File: src/rtl/controller_8085_multi_if.sv
// Control bus between the 8085-subset multi-cycle controller and its datapath.
// Carries the instruction-register fields, the live flags and the memory ready
// handshake toward the controller. It carries every enable, strobe and status
// bit back toward the datapath.
//   master : controller side (drives enables/strobes, samples IR fields/flags)
//   slave  : datapath side   (drives IR fields/flags/mem_ready, samples enables)
interface controller_8085_multi_if;
    logic [4:0] opcode;
    logic [4:0] funct;
    logic       z;
    logic       cy;
    logic       mem_ready;
    logic       irwrite;
    logic       iord;
    logic       read;
    logic       write;
    logic       pcwrite;
    logic [1:0] pcsrc;
    logic       regwrite;
    logic       accwrite;
    logic       cywrite;
    logic       zwrite;
    logic       cinsrc;
    logic       halted;
    logic       err;

    modport master (
        input  opcode, funct, z, cy, mem_ready,
        output irwrite, iord, read, write, pcwrite, pcsrc,
               regwrite, accwrite, cywrite, zwrite, cinsrc, halted, err
    );

    modport slave (
        output opcode, funct, z, cy, mem_ready,
        input  irwrite, iord, read, write, pcwrite, pcsrc,
               regwrite, accwrite, cywrite, zwrite, cinsrc, halted, err
    );
endinterface

File: src/rtl/controller_8085_multi.sv
// Multi-cycle FETCH/DECODE/EXEC/MEM/WB controller for the 8085-subset core.
// Instruction fetch and data traffic share one memory port, and that port uses a
// ready handshake. A wait counter bounds every memory wait. When the bound
// expires, the sticky err flag is set and the controller parks in HALT.
// Ports:
//   clk  : clock, all state changes on the rising edge
//   rst  : synchronous active-high reset; it also forces every output to its reset value
//   bus  : controller_8085_multi_if.master (IR fields, flags, mem_ready in;
//          irwrite/iord/read/write/pcwrite/pcsrc/regwrite/accwrite/cywrite/
//          zwrite/cinsrc/halted/err out)
// Encoding map used by the classifier:
//   op 0,1 reg ALU / op 2 ALU with M, by funct: add0 adc1 sub2 sbb3 ana4 ora5
//     xra6 inr7 dcr8 cmp9
//   op 5..12 immediates: adi aci sui sbi ani ori xri cpi
//   op 4 by funct: nop0 cma1 cmc2 stc3 ret13 hlt14
//   loads 13 lda, 20 mov a,m, 23 mov r,m, 26 ldax; stores 14 sta, 22 mov m,r, 27 stax
//   15 jmp, 16 jnz, 17 jnc, 18 call; moves 19,21,28 -> reg; 24,25 -> acc
module controller_8085_multi #(
    parameter int MEM_TIMEOUT = 15
) (
    input  logic clk,
    input  logic rst,
    controller_8085_multi_if.master bus
);
    localparam int CW = $clog2(MEM_TIMEOUT + 1);

    typedef enum logic [2:0] {
        S_FETCH = 3'd0, S_DECODE = 3'd1, S_EXEC = 3'd2,
        S_MEM = 3'd3, S_WB = 3'd4, S_HALT = 3'd5
    } state_t;

    // C_WRV: instruction whose only effect is the write vector (ALU ops and moves)
    typedef enum logic [3:0] {
        C_UNK = 4'd0, C_WRV = 4'd1, C_JMP = 4'd2, C_JNZ = 4'd3, C_JNC = 4'd4,
        C_CALL = 4'd5, C_RET = 4'd6, C_NOP = 4'd7, C_LOAD = 4'd8,
        C_STORE = 4'd9, C_HLT = 4'd10
    } class_t;

    state_t        state_r, state_n_s;
    class_t        cls_s;
    logic [CW-1:0] cnt_r, cnt_inc_s;
    logic          err_r;
    logic          aw_s, rw_s, cw_s, zw_s, cin_s;
    logic          wait_s, timeout_s;
    logic          irwrite_s, iord_s, read_s, write_s, pcwrite_s;
    logic [1:0]    pcsrc_s;
    logic          regwrite_s, accwrite_s, cywrite_s, zwrite_s, cinsrc_s;

    assign cnt_inc_s = cnt_r + CW'(1);

    // Instruction classifier: class plus the write vector applied in EXEC (or in WB for loads)
    always_comb begin
        cls_s = C_UNK;
        aw_s  = 1'b0; rw_s = 1'b0; cw_s = 1'b0; zw_s = 1'b0; cin_s = 1'b0;
        case (bus.opcode)
            5'd0, 5'd1, 5'd2: begin
                cls_s = (bus.opcode == 5'd2) ? C_LOAD : C_WRV;
                case (bus.funct)
                    5'd0, 5'd2, 5'd4, 5'd5, 5'd6: begin aw_s = 1'b1; cw_s = 1'b1; zw_s = 1'b1; end
                    5'd1, 5'd3: begin aw_s = 1'b1; cw_s = 1'b1; zw_s = 1'b1; cin_s = 1'b1; end
                    5'd7, 5'd8: begin rw_s = 1'b1; zw_s = 1'b1; end
                    5'd9:       begin cw_s = 1'b1; zw_s = 1'b1; end
                    default:    cls_s = C_UNK;
                endcase
            end
            5'd5, 5'd7, 5'd9, 5'd10, 5'd11: begin
                cls_s = C_WRV; aw_s = 1'b1; cw_s = 1'b1; zw_s = 1'b1;
            end
            5'd6, 5'd8: begin
                cls_s = C_WRV; aw_s = 1'b1; cw_s = 1'b1; zw_s = 1'b1; cin_s = 1'b1;
            end
            5'd12: begin cls_s = C_WRV; cw_s = 1'b1; zw_s = 1'b1; end
            5'd4: begin
                case (bus.funct)
                    5'd0:       cls_s = C_NOP;
                    5'd1:       begin cls_s = C_WRV; aw_s = 1'b1; end
                    5'd2, 5'd3: begin cls_s = C_WRV; cw_s = 1'b1; end
                    5'd13:      cls_s = C_RET;
                    5'd14:      cls_s = C_HLT;
                    default:    cls_s = C_UNK;
                endcase
            end
            5'd13, 5'd20, 5'd26: begin cls_s = C_LOAD; aw_s = 1'b1; end
            5'd23:               begin cls_s = C_LOAD; rw_s = 1'b1; end
            5'd14, 5'd22, 5'd27: cls_s = C_STORE;
            5'd15:               cls_s = C_JMP;
            5'd16:               cls_s = C_JNZ;
            5'd17:               cls_s = C_JNC;
            5'd18:               cls_s = C_CALL;
            5'd19, 5'd21, 5'd28: begin cls_s = C_WRV; rw_s = 1'b1; end
            5'd24, 5'd25:        begin cls_s = C_WRV; aw_s = 1'b1; end
            default:             cls_s = C_UNK;
        endcase
    end

    // Next-state and Moore output decode; FETCH/MEM also react to mem_ready in the same cycle
    always_comb begin
        state_n_s  = state_r;
        irwrite_s  = 1'b0; iord_s = 1'b0; read_s = 1'b0; write_s = 1'b0;
        pcwrite_s  = 1'b0; pcsrc_s = 2'b00;
        regwrite_s = 1'b0; accwrite_s = 1'b0; cywrite_s = 1'b0; zwrite_s = 1'b0; cinsrc_s = 1'b0;
        wait_s     = 1'b0; timeout_s = 1'b0;
        case (state_r)
            S_FETCH: begin
                read_s = 1'b1;
                if (bus.mem_ready) begin
                    irwrite_s = 1'b1; pcwrite_s = 1'b1; state_n_s = S_DECODE;
                end else if (cnt_inc_s == CW'(MEM_TIMEOUT)) begin
                    timeout_s = 1'b1; state_n_s = S_HALT;
                end else begin
                    wait_s = 1'b1;
                end
            end
            S_DECODE: begin
                if (cls_s == C_HLT) begin
                    state_n_s = S_HALT;
                end else if (cls_s == C_UNK) begin
                    state_n_s = S_FETCH;
                end else begin
                    state_n_s = S_EXEC;
                end
            end
            S_EXEC: begin
                state_n_s = S_FETCH;
                case (cls_s)
                    C_WRV: begin
                        accwrite_s = aw_s; regwrite_s = rw_s; cywrite_s = cw_s;
                        zwrite_s = zw_s; cinsrc_s = cin_s;
                    end
                    C_JMP:  begin pcwrite_s = 1'b1; pcsrc_s = 2'b01; end
                    C_JNZ:  begin pcwrite_s = ~bus.z;  pcsrc_s = bus.z  ? 2'b00 : 2'b01; end
                    C_JNC:  begin pcwrite_s = ~bus.cy; pcsrc_s = bus.cy ? 2'b00 : 2'b01; end
                    C_CALL: begin pcwrite_s = 1'b1; pcsrc_s = 2'b01; regwrite_s = 1'b1; end
                    C_RET:  begin pcwrite_s = 1'b1; pcsrc_s = 2'b10; end
                    C_LOAD, C_STORE: begin iord_s = 1'b1; state_n_s = S_MEM; end
                    default: state_n_s = S_FETCH;
                endcase
            end
            S_MEM: begin
                iord_s  = 1'b1;
                read_s  = (cls_s == C_LOAD);
                write_s = (cls_s == C_STORE);
                if (bus.mem_ready) begin
                    state_n_s = (cls_s == C_LOAD) ? S_WB : S_FETCH;
                end else if (cnt_inc_s == CW'(MEM_TIMEOUT)) begin
                    timeout_s = 1'b1; state_n_s = S_HALT;
                end else begin
                    wait_s = 1'b1;
                end
            end
            S_WB: begin
                accwrite_s = aw_s; regwrite_s = rw_s; cywrite_s = cw_s;
                zwrite_s = zw_s; cinsrc_s = cin_s;
                state_n_s = S_FETCH;
            end
            S_HALT:  state_n_s = S_HALT;
            default: state_n_s = S_FETCH;
        endcase
    end

    // State, wait counter and sticky timeout flag; the counter only survives an unanswered wait cycle
    always_ff @(posedge clk) begin
        if (rst) begin
            state_r <= S_FETCH;
            cnt_r   <= {CW{1'b0}};
            err_r   <= 1'b0;
        end else begin
            state_r <= state_n_s;
            cnt_r   <= wait_s ? cnt_inc_s : {CW{1'b0}};
            err_r   <= err_r | timeout_s;
        end
    end

    // rst is asserted in the same cycle as an in-flight strobe, so outputs are gated with it
    assign bus.irwrite  = irwrite_s  & ~rst;
    assign bus.iord     = iord_s     & ~rst;
    assign bus.read     = read_s     & ~rst;
    assign bus.write    = write_s    & ~rst;
    assign bus.pcwrite  = pcwrite_s  & ~rst;
    assign bus.pcsrc    = rst ? 2'b00 : pcsrc_s;
    assign bus.regwrite = regwrite_s & ~rst;
    assign bus.accwrite = accwrite_s & ~rst;
    assign bus.cywrite  = cywrite_s  & ~rst;
    assign bus.zwrite   = zwrite_s   & ~rst;
    assign bus.cinsrc   = cinsrc_s   & ~rst;
    assign bus.halted   = (state_r == S_HALT) & ~rst;
    assign bus.err      = err_r & ~rst;
endmodule

File: src/flat_wrapper.sv
// flat-port wrapper written by rule: the top's interface ports become plain ports
module controller_8085_multi_flat 
#(
    parameter int MEM_TIMEOUT = 15
)
  (clk, rst, bus_opcode, bus_funct, bus_z, bus_cy, bus_mem_ready, bus_irwrite, bus_iord, bus_read, bus_write, bus_pcwrite, bus_pcsrc, bus_regwrite, bus_accwrite, bus_cywrite, bus_zwrite, bus_cinsrc, bus_halted, bus_err);
  controller_8085_multi_if bus_i ();
  input  logic clk;
  input  logic rst;
  input wire logic [$bits(bus_i.opcode)-1:0] bus_opcode;
  input wire logic [$bits(bus_i.funct)-1:0] bus_funct;
  input wire logic [$bits(bus_i.z)-1:0] bus_z;
  input wire logic [$bits(bus_i.cy)-1:0] bus_cy;
  input wire logic [$bits(bus_i.mem_ready)-1:0] bus_mem_ready;
  output wire logic [$bits(bus_i.irwrite)-1:0] bus_irwrite;
  output wire logic [$bits(bus_i.iord)-1:0] bus_iord;
  output wire logic [$bits(bus_i.read)-1:0] bus_read;
  output wire logic [$bits(bus_i.write)-1:0] bus_write;
  output wire logic [$bits(bus_i.pcwrite)-1:0] bus_pcwrite;
  output wire logic [$bits(bus_i.pcsrc)-1:0] bus_pcsrc;
  output wire logic [$bits(bus_i.regwrite)-1:0] bus_regwrite;
  output wire logic [$bits(bus_i.accwrite)-1:0] bus_accwrite;
  output wire logic [$bits(bus_i.cywrite)-1:0] bus_cywrite;
  output wire logic [$bits(bus_i.zwrite)-1:0] bus_zwrite;
  output wire logic [$bits(bus_i.cinsrc)-1:0] bus_cinsrc;
  output wire logic [$bits(bus_i.halted)-1:0] bus_halted;
  output wire logic [$bits(bus_i.err)-1:0] bus_err;
  assign bus_i.opcode = bus_opcode;
  assign bus_i.funct = bus_funct;
  assign bus_i.z = bus_z;
  assign bus_i.cy = bus_cy;
  assign bus_i.mem_ready = bus_mem_ready;
  assign bus_irwrite = bus_i.irwrite;
  assign bus_iord = bus_i.iord;
  assign bus_read = bus_i.read;
  assign bus_write = bus_i.write;
  assign bus_pcwrite = bus_i.pcwrite;
  assign bus_pcsrc = bus_i.pcsrc;
  assign bus_regwrite = bus_i.regwrite;
  assign bus_accwrite = bus_i.accwrite;
  assign bus_cywrite = bus_i.cywrite;
  assign bus_zwrite = bus_i.zwrite;
  assign bus_cinsrc = bus_i.cinsrc;
  assign bus_halted = bus_i.halted;
  assign bus_err = bus_i.err;
  controller_8085_multi #(.MEM_TIMEOUT(MEM_TIMEOUT)) u_core (.clk(clk), .rst(rst), .bus(bus_i));
endmodule
File: config.mk
export PLATFORM = sky130hd
export DESIGN_NAME = controller_8085_multi_flat
export DESIGN_NICKNAME = d
export VERILOG_FILES = /design/src/rtl/controller_8085_multi_if.sv /design/src/rtl/controller_8085_multi.sv /design/src/flat_wrapper.sv
export SDC_FILE = /design/constraint.sdc
export NUM_CORES = 1
export LEC_CHECK = 0
export ABC_CLOCK_PERIOD_IN_PS = 11000
export BUFFER_PORTS_ARGS = -buffer_cell sky130_fd_sc_hd__buf_2
export CAP_MARGIN = 30
export CORE_MARGIN = 2
export CORE_UTILIZATION = 50
export CTS_CLUSTER_SIZE = 28
export DETAILED_ROUTE_END_ITERATION = 8
export GPL_ROUTABILITY_DRIVEN = 1
export GPL_TIMING_DRIVEN = 1
export PLACE_DENSITY = 0.8
export SLEW_MARGIN = 20
export SYNTH_ARGS = -nofsm -noshare
export SYNTH_HDL_FRONTEND = slang
export SYNTH_SLANG_ARGS = --single-unit
File: constraint.sdc
create_clock -name clk -period 11 [get_ports clk]
set_input_delay 3.3 -clock clk [delete_from_list [all_inputs] [get_ports clk]]
set_output_delay 3.3 -clock clk [all_outputs]
set_load 0.02 [all_outputs]
* After elaboration in Yosys (flattened, before gate mapping)
Cells that the tools add are included.
** Storage, ports and cells
- Register bits after elaboration :: 8
- Input bits :: 15
- Output and inout port bits :: 14
- Word-level logic and storage cells :: 151
** Cells by class
- Add/sub/neg operators :: 1
- Equality and inequality tests :: 53
- Mux-type cells :: 53
- Bitwise gates (word level) :: 17
- Reductions and logical operators :: 24
** Operators by type and width (count)
- 5-bit == test (second input constant) :: 13
- 5-bit by 4-bit == test with 1-bit output (second input constant) :: 12
- 5-bit by 3-bit == test with 1-bit output (second input constant) :: 8
- 4-bit case mux with 9 select lines :: 1
- 1-bit case mux with 2 select lines :: 12
- 1-bit 2-to-1 mux :: 23
- 4-bit == test (second input constant) :: 4
- 4-bit case mux with 4 select lines :: 1
- 2-bit OR reduction :: 8
- 8-bit OR reduction :: 2
- 5-bit by 2-bit == test with 1-bit output (second input constant) :: 3
- 3-bit 2-to-1 mux :: 5
- 3-bit case mux with 5 select lines :: 1
- 13-bit OR reduction :: 1
- 1-bit AND :: 12
- 4-bit by 3-bit == test with 1-bit output (second input constant) :: 3
- 12-bit OR reduction :: 1
- 3-bit OR reduction :: 4
- 5-bit by 1-bit == test with 1-bit output (second input constant) :: 2
- 5-bit zero test :: 2
- 10-bit OR reduction :: 1
- 1-bit case mux with 3 select lines :: 3
- 4-bit by 2-bit == test with 1-bit output (second input constant) :: 2
- 2-bit 2-to-1 mux :: 4
- other kinds (13) :: 20

* Logic depth before layout (Yosys ltp)
Gate-level depths: netlist of run 1.
- Depth in word-level cells :: 9
- Gate-level depth with buffers :: 7
- Depth with buffers taken out :: 6

* Least setup slack after synthesis of run 1
OpenSTA, ideal clock, no wires.
- Path type :: input -> output
- Start :: input port bus_opcode[1]
- End :: output port bus_pcwrite
- Arrival :: 5.220 ns
- Data required time :: 7.700 ns
- Slack :: 2.480 ns
- Stages :: 6
- Path buffers :: 1
- Cells stage by stage :: buf_6 -> or4b_4 -> o22ai_2 -> o31ai_2 -> or3_1 -> a311oi_1
** Between the ends
- Longest elaborated chain between the ends :: 9
- Elaborated cells between the ends (all ways) :: 44
- Classes of those cells :: eq/ne (32); mux (5); bitwise (1); reduce/logical (6)
** Ends and longest elaborated chain
- start, declared :: line flat_wrapper.sv:10 : input wire logic [$bits(bus_i.opcode)-1:0] bus_opcode;
- 5-bit by 2-bit == test with 1-bit output :: line controller_8085_multi.sv:55, controller_8085_multi.sv:57
- 4-bit 2-to-1 mux :: line controller_8085_multi.sv:57 : cls_s = (bus.opcode == 5'd2) ? C_LOAD : C_WRV;
- 4-bit 2-to-1 mux :: line controller_8085_multi.sv:58 : case (bus.funct)
- 4-bit case mux with 9 select lines (*) :: line controller_8085_multi.sv:55 : case (bus.opcode)
- 4-bit by 2-bit == test with 1-bit output or 4-bit by 3-bit == test with 1-bit output (tied branches) :: line controller_8085_multi.sv:125 : case (cls_s)
- 3-bit OR reduction (no source line)
- 1-bit case mux with 3 select lines (*) :: line controller_8085_multi.sv:125
- 1-bit case mux with 2 select lines (*) :: line controller_8085_multi.sv:103 : case (state_r)
- 1-bit AND (*) :: line controller_8085_multi.sv:179 : assign bus.pcwrite = pcwrite_s & ~rst;
- end, declared :: line flat_wrapper.sv:19 : output wire logic [$bits(bus_i.pcwrite)-1:0] bus_pcwrite;
Every way passes the cells marked *; elsewhere a longest branch is shown, timed or not.

* Worst setup path in the final report of run 1
- Start :: input port bus_opcode[2]
- End :: output port bus_pcwrite
Same word-level chain as after synthesis.

==> results of run 1 <==
## sequential cells by signal, indices dropped and copies added, names as in the netlist
signal          flops
u_core.cnt_r        4
u_core.err_r        1
u_core.state_r      3
## layout by cell type (no fill, tap or decap), types with 3 or more instances in the layout
master / count
a211oi_1: 3
a21oi_1: 7
a311oi_1: 6
buf_2: 28
clkbuf_4: 3
dfxtp_1: 8
inv_1: 6
nand2_1: 15
nand2b_1: 8
nand3_1: 5
nand3b_1: 5
nand4b_1: 6
nor2_1: 23
nor3_1: 5
o211ai_1: 3
o21ai_0: 10
o31ai_1: 4
or2_2: 5
or4_1: 3
## cells by family (layout without fill, tap and decap cells)
| group | after synthesis | count (layout) | share of synthesized area |
|---|---|---|---|
| buf+inv | 24 | 37 | 0.0750 |
| xor+xnor | 1 | 1 | 0.00656 |
| mux | 1 | 1 | 0.00750 |
| fa+ha+maj | 2 | 2 | 0.0187 |
| compound gates | 62 | 62 | 0.354 |
| flops | 8 | 8 | 0.120 |
| simple gates | 97 | 97 | 0.418 |
## final cells by class
class                      count  share of cell area
tap                           30              0.0258
sequential                     8               0.110
timing repair buffer          28              0.0961
inverter                       6              0.0155
clock buffer                   3              0.0155
multi-input combinational    163               0.737
## routing by layer
layer	track usage	share of wire	vias to the layer above	wire (um)
met3	0.0674	0.085	8	309
met2	0.374	0.47	81	1700
met5	0	0	-	0
li1	-	-	778	-
met4	0.0523	0.0099	0	36
met1	0.310	0.44	728	1590
## worst reg2reg max path, cell delays in order, from the launching register on
cell	delay, ps
dfxtp_1	360
ha_1	240
nand2b_1	170
o21bai_1	180
a21boi_0	490
a221oi_1	190
nor4b_1	300
## per-stage QoR
step	std cells	instance area (um2)	total power [uW]
after global routing	238	1460	97.6
after detailed placement	235	1440	68.0
after CTS	238	1460	90.9
final	238	1460	91.4
after global placement	235	1440	67.3
after floorplan	195	1340	59.0
## where the power goes
| group | internal [uW] | total, uW | switching [uW] |
|---|---|---|---|
| combinational | 13.2 | 37.1 | 23.9 |
| sequential | 29.8 | 31.4 | 1.51 |
| clock | 12.5 | 22.9 | 10.4 |
| total | 55.5 | 91.4 | 35.9 |
## worst max path at each step
stage,startpoint,to,slack [ps],cells after the start
floorplan,bus_opcode[1],bus_pcwrite,2480,6
global placement,bus_opcode[3],bus_cinsrc,2390,7
detailed placement,bus_opcode[2],bus_pcwrite,2350,7
CTS,bus_opcode[2],bus_pcwrite,2350,7
global route,bus_opcode[3],bus_accwrite,2210,7
finish,bus_opcode[2],bus_pcwrite,2330,7
==> flow_metrics.env, run 1 <==
export IMPL_critPathLaunchType="input port"
export IMPL_final_util=0.583
export IMPL_ys_ff_latch=8
export IMPL_tritoncts_num_buffers=3
export IMPL_via_per_inst=6.70
export IMPL_layout_cell_share_with_drive_strength_beyond_1=0.212
export IMPL_max_frequency_mhz=115
export IMPL_grt_first_pass_wirelength_um=6050
export IMPL_n_fill_cell=230
export IMPL_multi_input_gate_area_mm2=0.00107
export IMPL_synth_cells_most_frequent="23 x nor2_1, 15 x nand2_1, 12 x clkbuf_1, 10 x o21ai_0"
export IMPL_whs_ps=502
export IMPL_rsz0062_at_grt="no"
export IMPL_power_per_cell_area_mw_per_mm2=62.7
export IMPL_track_usage=0.234
export IMPL_cp_slowest_cell="or4b_4"
export IMPL_antenna_violating_nets_left=0
export IMPL_cts_htree_levels=1
export IMPL_detail_route_wl_per_cell_um=15.3
export IMPL_placeableCoreArea_mm2=0.00250
export IMPL_critical_path_required_ps=7700
export IMPL_clk_insertion_delay_late_ps=260
export IMPL_path_cells="buf_2 -> or4b_4 -> o22ai_2 -> o31ai_2 -> or3_1 -> a311oi_1 -> buf_2"
export IMPL_syn_to_final_growth_pct=9.18
export IMPL_max_slew_margin=0.615
export IMPL_drv_cap=0
export IMPL_post_synth_instance_area_mm2=0.00134
export IMPL_netlist_instances=195
export IMPL_grt_ovfl_total=0
export IMPL_synthDominantCellAreaShare=0.120
export IMPL_tritoncts="built"
export IMPL_crit_path_max_fanout=24
export IMPL_synth_warning_count=0
export IMPL_clock_tree_root_cell="clkbuf_4"
export IMPL_hold_depth=1
export IMPL_finish_net_count=227
export IMPL_ir_drop_worst_case_vdd_v=0.0000818
export IMPL_count_of_port_buffers_added_during_placement=28
export IMPL_post_synth_top_count_cell="nor2_1"
export IMPL_grt_pass1_vias=1322
export IMPL_ff2ff_path_depth=6
export IMPL_placement_rows=18
export IMPL_synth_edf_count=0
export IMPL_sequential_cell_area_um2=160
export IMPL_insertedDiodeCount=0
export IMPL_r2r_start="u_core.cnt_r[0]"
export IMPL_die_width_um=55.7
export IMPL_cts_sinks=8
export IMPL_critical_path_reg2reg_endpoint="u_core.state_r[2]"
export IMPL_synth_top_cell_by_area="dfxtp_1"
export IMPL_critPathBufInv=2
export IMPL_layout_min_cycle_time_ps=8670
export IMPL_dr_first_iter_drc_count=84
export IMPL_floorplan_initialDensity=0.534
export IMPL_setup_violations_final=0
export IMPL_grt_start_max_net_pins=28
export IMPL_io_pins=29
export IMPL_gp_routability_congestion=0.866
export IMPL_hold_path_class="flip-flop to flip-flop"
export IMPL_critical_path_most_common_cell="buf_2"
export IMPL_antenna_violations_before_repair=0
export IMPL_pre_cts_ws_ps=2350
export IMPL_num_vias=1595
export IMPL_synth_top_area_cells="dfxtp_1 12%, nor2_1 6.5%, nand2_1 4.2%"
export IMPL_post_cts_resize_count=0
export IMPL_timing_worst_slew_pin_value_ps=573
export IMPL_die_height_um=55.7
export IMPL_clkSlewWorstSetupHoldPaths_ps=50
export IMPL_timing_critical_path_max_delay_family="simple AND/OR/NAND/NOR gates"
export IMPL_final_setup_tns_ps=0
export IMPL_leakage_uw=0.000530
export IMPL_status="finished clean"
export IMPL_dpl_hpwl_um=2630
export IMPL_period_share=0.788
export IMPL_postCtsSetupBuffers=0
export IMPL_fp_dieArea_mm2=0.00310
export IMPL_min_from="u_core.cnt_r[0]"
export IMPL_async_reset_ff_frac=0
export IMPL_min_delay_worst_endpoint="u_core.cnt_r[0]"
export IMPL_mappedNetlistNets=212
export IMPL_worstPathArrival_ps=5370
export IMPL_avgSynthCellArea_um2=6.85
export IMPL_synth_yosys_seq_area_share=0.120
export IMPL_layout_setup_ws_ps=2330
export IMPL_slowest_delay_ps=550
export IMPL_final_hold_fails=0
export IMPL_yosys_most_used_dff="dfxtp_1"
export IMPL_crit_type="input port to primary output"
export IMPL_rrSetupSlack_ps=8990
export IMPL_totalWireLength_um=3640
export IMPL_detail_route_first_pass_iterations=4
export IMPL_timing_max_transition_violations_final=0
export IMPL_critical_path_endpoint_type="primary output"
export IMPL_synth_lib_cells_used_distinct=62
export IMPL_cts_buffer_depth=2
export IMPL_final_setup_skew_ps=7.50
export IMPL_drcViolationCount=0
export IMPL_postCtsHoldBufs=0
No activity file was read; power rests on OpenSTA's default activity.
==> run 2: changes to the inputs <==
Settings changed: ABC_AREA set to 1, ABC_CLOCK_PERIOD_IN_PS 11000 to 7900, CORE_UTILIZATION 50 to 49, PLACE_DENSITY 0.8 to 0.83.
Clock period 11 ns to 7.9 ns, I/O delays scaled along.
==> flow_metrics.env, run 2 <==
export IMPL_largest_register="u_core.cnt_r"
export IMPL_num_vias=1494
export IMPL_cts_htree_levels=1
export IMPL_grt_pass1_vias=1132
export IMPL_placement_rows=18
export IMPL_dpl_hpwl_um=2450
export IMPL_antenna_violations_before_repair=0
export IMPL_total_instance_count_after_detailed_placement=286
export IMPL_rsz0062_at_grt="no"
export IMPL_clock_tree_root_cell="clkbuf_4"
export IMPL_rrSetupSlack_ps=6310
export IMPL_critical_path_required_ps=5530
export IMPL_clk_insertion_delay_late_ps=240
export IMPL_placeableCoreArea_mm2=0.00243
export IMPL_cts_sinks=8
export IMPL_ir_drop_worst_case_vdd_v=0.0000836
export IMPL_track_usage=0.200
export IMPL_insertedDiodeCount=0
export IMPL_synthDominantCellAreaShare=0.165
export IMPL_timing_max_transition_violations_final=0
export IMPL_async_reset_ff_frac=0
export IMPL_synth_yosys_seq_area_share=0.131
export IMPL_final_setup_tns_ps=0
export IMPL_tritoncts_num_buffers=3
export IMPL_instances_no_fill=289
export IMPL_synth_top_cell_by_area="nand2_1"
export IMPL_floorplan_initialDensity=0.504
export IMPL_status="finished clean"
export IMPL_grt_start_max_net_pins=16
export IMPL_critical_path_endpoint_type="primary output"
export IMPL_layout_cells_most_common_list="54 x nand2_1, 39 x inv_1, 38 x nor2_1, 33 x nand3_1, 28 x buf_2"
export IMPL_synth_lib_cells_used_distinct=29
export IMPL_whs_ps=468
export IMPL_final_hold_fails=0
export IMPL_grt_first_pass_wirelength_um=4550
export IMPL_die_height_um=54.0
export IMPL_crit_path_max_fanout=15
export IMPL_cts_buffer_depth=2
export IMPL_synth_edf_count=0
export IMPL_layout_cells_most_common="nand2_1"
export IMPL_post_cts_resize_count=0
export IMPL_io_pins=29
export IMPL_clkSlewWorstSetupHoldPaths_ps=50
export IMPL_max_slew_margin=0.688
export IMPL_setup_violations_final=0
export IMPL_fp_dieArea_mm2=0.00292
export IMPL_mappedNetlistNets=248
export IMPL_detail_route_wl_per_cell_um=10.2
export IMPL_postCtsHoldBufs=0
export IMPL_synth_cells_most_frequent="54 x nand2_1, 39 x inv_1, 38 x nor2_1, 33 x nand3_1, 8 x dfxtp_1"
export IMPL_final_setup_skew_ps=0.490
export IMPL_tritoncts="built"
export IMPL_worstPathArrival_ps=4110
export IMPL_count_of_port_buffers_added_during_placement=28
export IMPL_layout_min_cycle_time_ps=6480
export IMPL_netlist_instances=231
export IMPL_timing_worst_slew_pin_value_ps=462
export IMPL_gp_routability_congestion=0.986
export IMPL_finish_net_count=278
export IMPL_synth_top_area_cells="nand2_1 17%, nand3_1 13%, dfxtp_1 13%"
export IMPL_largestRegisters="u_core.cnt_r: 4 flops, u_core.state_r: 3 flops, u_core.err_r: 1 flops"
export IMPL_drv_cap=0
export IMPL_totalWireLength_um=2940
export IMPL_final_util=0.579
export IMPL_post_synth_top_count_cell="nand2_1"
export IMPL_grt_ovfl_total=0
export IMPL_yosys_most_used_dff="dfxtp_1"
export IMPL_syn_to_final_growth_pct=14.8
export IMPL_power_per_cell_area_mw_per_mm2=92.0
export IMPL_max_reg_flops=4
export IMPL_antenna_violating_nets_left=0
export IMPL_drcViolationCount=0
export IMPL_critPathLaunchType="input port"
export IMPL_via_per_inst=5.17
export IMPL_synth_warning_count=0
export IMPL_period_share=0.821
export IMPL_avgSynthCellArea_um2=5.31
export IMPL_max_frequency_mhz=154
export IMPL_postCtsSetupBuffers=0
export IMPL_crit_type="input port to primary output"
export IMPL_die_width_um=54.0
export IMPL_ys_ff_latch=8
export IMPL_post_synth_instance_area_mm2=0.00123
export IMPL_leakage_uw=0.000857
export IMPL_layout_cell_share_with_drive_strength_beyond_1=0.197
export IMPL_hold_path_class="flip-flop to flip-flop"
export IMPL_dr_first_iter_drc_count=48
export IMPL_detail_route_first_pass_iterations=4
-- run 2: final timing paths --
kind	cells after the start	end	from
worst max-delay path	13	bus_cywrite	bus_opcode[4]
worst min-delay path	1	u_core.cnt_r[0]	u_core.cnt_r[0]
worst max register to register	9	u_core.cnt_r[0]	u_core.state_r[2]
worst min register to register	1	u_core.cnt_r[0]	u_core.cnt_r[0]
-- run 2: cells by family after synthesis --
kind of cell / after synthesis / synth area share
compound gates: 23 / 0.112
xor+xnor: 2 / 0.0143
fa+ha+maj: 2 / 0.0204
buf+inv: 45 / 0.144
flops: 8 / 0.131
simple gates: 151 / 0.579
-- run 2: area by class of cell --
class / count / area, um2
repair buffers: 28 / 140
clock buffers: 3 / 22.5
inverters: 42 / 158
well taps: 30 / 37.5
flip-flops and latches: 8 / 160
fillers: 272 / 1020
multi-input cells: 178 / 890
-- run 2: metal layers --
metal  vias up  GRT usage  share of wire
met1       665      0.291           0.51
met4         0     0.0250              0
li1        800          -              -
met2        29      0.333           0.45
met3         0    0.00833          0.035
met5         -          0              0
-- run 2: worst max-delay path, cell delays in order --
cell and delay (ps):
buf_2 160, inv_1 340, nand2_2 120, nor2_4 160
nand3_2 120, nand2_1 90, nand2_1 70, nand3_2 80
nand2_1 60, o21ai_2 150, nand2_2 100, nor2_1 110
buf_2 180
-- run 2: metrics by stage --
stage | area, um2 | power (uW) | setup slack, ps
detailed placement | 1390 | 99.7 | 1430
global route | 1410 | 141 | 1240
floorplan | 1230 | 84.7 | 1840
CTS | 1410 | 130 | 1430
global placement | 1390 | 99.4 | 1440
finish | 1410 | 129 | 1420
-- run 2: where the power goes --
| group | switching, uW | internal [uW] |
|---|---|---|
| clock | 12.4 | 17.3 |
| combinational | 37.9 | 18.0 |
| sequential | 1.64 | 42.2 |
==> run 3: changes to the inputs <==
Settings changed: ABC_CLOCK_PERIOD_IN_PS 7900 to 6100, CORE_UTILIZATION 49 to 50, PLACE_DENSITY 0.83 to 0.81.
Clock period 7.9 ns to 6.1 ns, I/O delays scaled along.
==> flow_metrics.env, run 3 (synthesis results as in run 2) <==
export IMPL_status="finished clean"
export IMPL_worstPathArrival_ps=3530
export IMPL_combPwrFrac=0.429
export IMPL_hold_path_class="flip-flop to flip-flop"
export IMPL_crit_type="input port to primary output"
export IMPL_seq_power_share=0.336
export IMPL_gp_routability_congestion=0.936
export IMPL_finish_net_count=278
export IMPL_grt_pass1_vias=1274
export IMPL_clock_tree_root_cell="clkbuf_4"
export IMPL_grt_first_pass_wirelength_um=5020
export IMPL_gr_usage_met2=0.366
export IMPL_syn_to_final_growth_pct=14.6
export IMPL_design_power_total_uw=169
export IMPL_fp_dieArea_mm2=0.00286
export IMPL_detail_route_first_pass_iterations=4
export IMPL_period_share=0.879
export IMPL_use_met1=0.325
export IMPL_max_slew_margin=0.720
export IMPL_floorplan_initialDensity=0.539
export IMPL_via_per_inst=5.22
export IMPL_p_int_uw=100
export IMPL_leakage_uw=0.000857
export IMPL_postCtsSetupBuffers=0
export IMPL_largestRegisters="u_core.cnt_r: 4 flops, u_core.state_r: 3 flops, u_core.err_r: 1 flops"
export IMPL_die_width_um=53.5
export IMPL_clockPowerShare=0.234
export IMPL_timing_worst_slew_pin_value_ps=417
export IMPL_io_pins=29
export IMPL_drv_cap=0
export IMPL_critical_path_endpoint_type="primary output"
export IMPL_max_reg_flops=4
export IMPL_cts_htree_levels=1
export IMPL_instances_no_fill=287
export IMPL_final_setup_skew_ps=5.32
export IMPL_final_hold_fails=0
export IMPL_totalWireLength_um=3050
export IMPL_cts_buffer_depth=2
export IMPL_num_vias=1499
export IMPL_placeableCoreArea_mm2=0.00228
export IMPL_largest_register="u_core.cnt_r"
export IMPL_detail_route_wl_per_cell_um=10.6
export IMPL_power_switching_fraction=0.406
export IMPL_track_usage=0.231
export IMPL_antenna_violating_nets_left=0
export IMPL_layout_min_cycle_time_ps=5360
export IMPL_tritoncts="built"
export IMPL_final_setup_tns_ps=0
export IMPL_grt_start_max_net_pins=16
export IMPL_insertedDiodeCount=0
export IMPL_power_per_cell_area_mw_per_mm2=120
export IMPL_placement_rows=17
export IMPL_total_instance_count_after_detailed_placement=284
export IMPL_dpl_hpwl_um=2540
export IMPL_postCtsHoldBufs=0
export IMPL_rrSetupSlack_ps=4460
export IMPL_crit_path_max_fanout=15
export IMPL_max_frequency_mhz=187
export IMPL_grt_busiest_layer="met2"
export IMPL_ir_drop_worst_case_vdd_v=0.000110
export IMPL_power_switching_uw=68.7
export IMPL_dr_first_iter_drc_count=57
export IMPL_post_cts_resize_count=0
export IMPL_critical_path_required_ps=4270
export IMPL_timing_max_transition_violations_final=0
export IMPL_cts_sinks=8
export IMPL_layout_cells_most_common="nand2_1"
export IMPL_drcViolationCount=0
export IMPL_die_height_um=53.5
export IMPL_critPathLaunchType="input port"
export IMPL_clkSlewWorstSetupHoldPaths_ps=50
export IMPL_layout_cell_share_with_drive_strength_beyond_1=0.197
export IMPL_antenna_violations_before_repair=0
export IMPL_grt_ovfl_total=0
export IMPL_rsz0062_at_grt="no"
export IMPL_clk_insertion_delay_late_ps=250
export IMPL_layout_cells_most_common_list="54 x nand2_1, 39 x inv_1, 38 x nor2_1, 33 x nand3_1, 28 x buf_2"
export IMPL_count_of_port_buffers_added_during_placement=28
export IMPL_setup_violations_final=0
export IMPL_groute_layer_met3_usage=0.0424
export IMPL_tritoncts_num_buffers=3
[run 3: cell counts in the layout (fill, tap and decap cells not counted)]
Identical to the previous run, type by type.
[run 3: worst paths after layout]
| path | startpoint | cells past startpoint | to |
|---|---|---|---|
| hold / removal | u_core.cnt_r[0] | 1 | u_core.cnt_r[0] |
| setup reg to reg | u_core.state_r[2] | 9 | u_core.cnt_r[1] |
| hold reg to reg | u_core.cnt_r[0] | 1 | u_core.cnt_r[0] |
| setup / recovery | bus_opcode[4] | 11 | bus_zwrite |
[run 3: power by group through the flow]
stage	logic [uW]	clock network, uW	registers, uW
after global routing	82.7	44.4	57.2
after global placement	71.4	0	57.8
after detailed placement	71.6	0	58.0
final	72.6	39.6	56.9
after CTS	71.9	40.8	56.8
after floorplan	52.4	0	57.3
[run 3: final cells by class]
class / count / area [um2]
inverters: 42 / 158
multi-input cells: 178 / 890
fillers: 261 / 871
repair buffers: 28 / 140
clock buffers: 3 / 22.5
flip-flops and latches: 8 / 160
well taps: 28 / 35.0
[run 3: metrics by stage]
step           utilization  setup WS (ps)  instance area, um2  hold slack [ps]
3_5_place_dp         0.607            749                1380              466
2_1_floorplan            -           1120                1230              430
3_3_place_gp         0.607            748                1380              455
6_report             0.617            739                1410              469
4_1_cts              0.617            746                1410              477
5_1_grt              0.617            554                1410              488
[run 3: layer usage]
layer | vias to the layer above | share of wire
li1 | 799 | -
met1 | 630 | 0.49
met2 | 66 | 0.43
met3 | 4 | 0.080
met4 | 0 | 0.0039
met5 | - | 0
[run 3: critical path, stage by stage]
cell and delay (ps):
buf_2 160, inv_1 340, o21ai_0 190, nand2_2 150, nand2_1 60, nor2_1 130
nand4_1 120, o21ai_2 200, nand2_2 100, nor2_1 90, buf_2 170
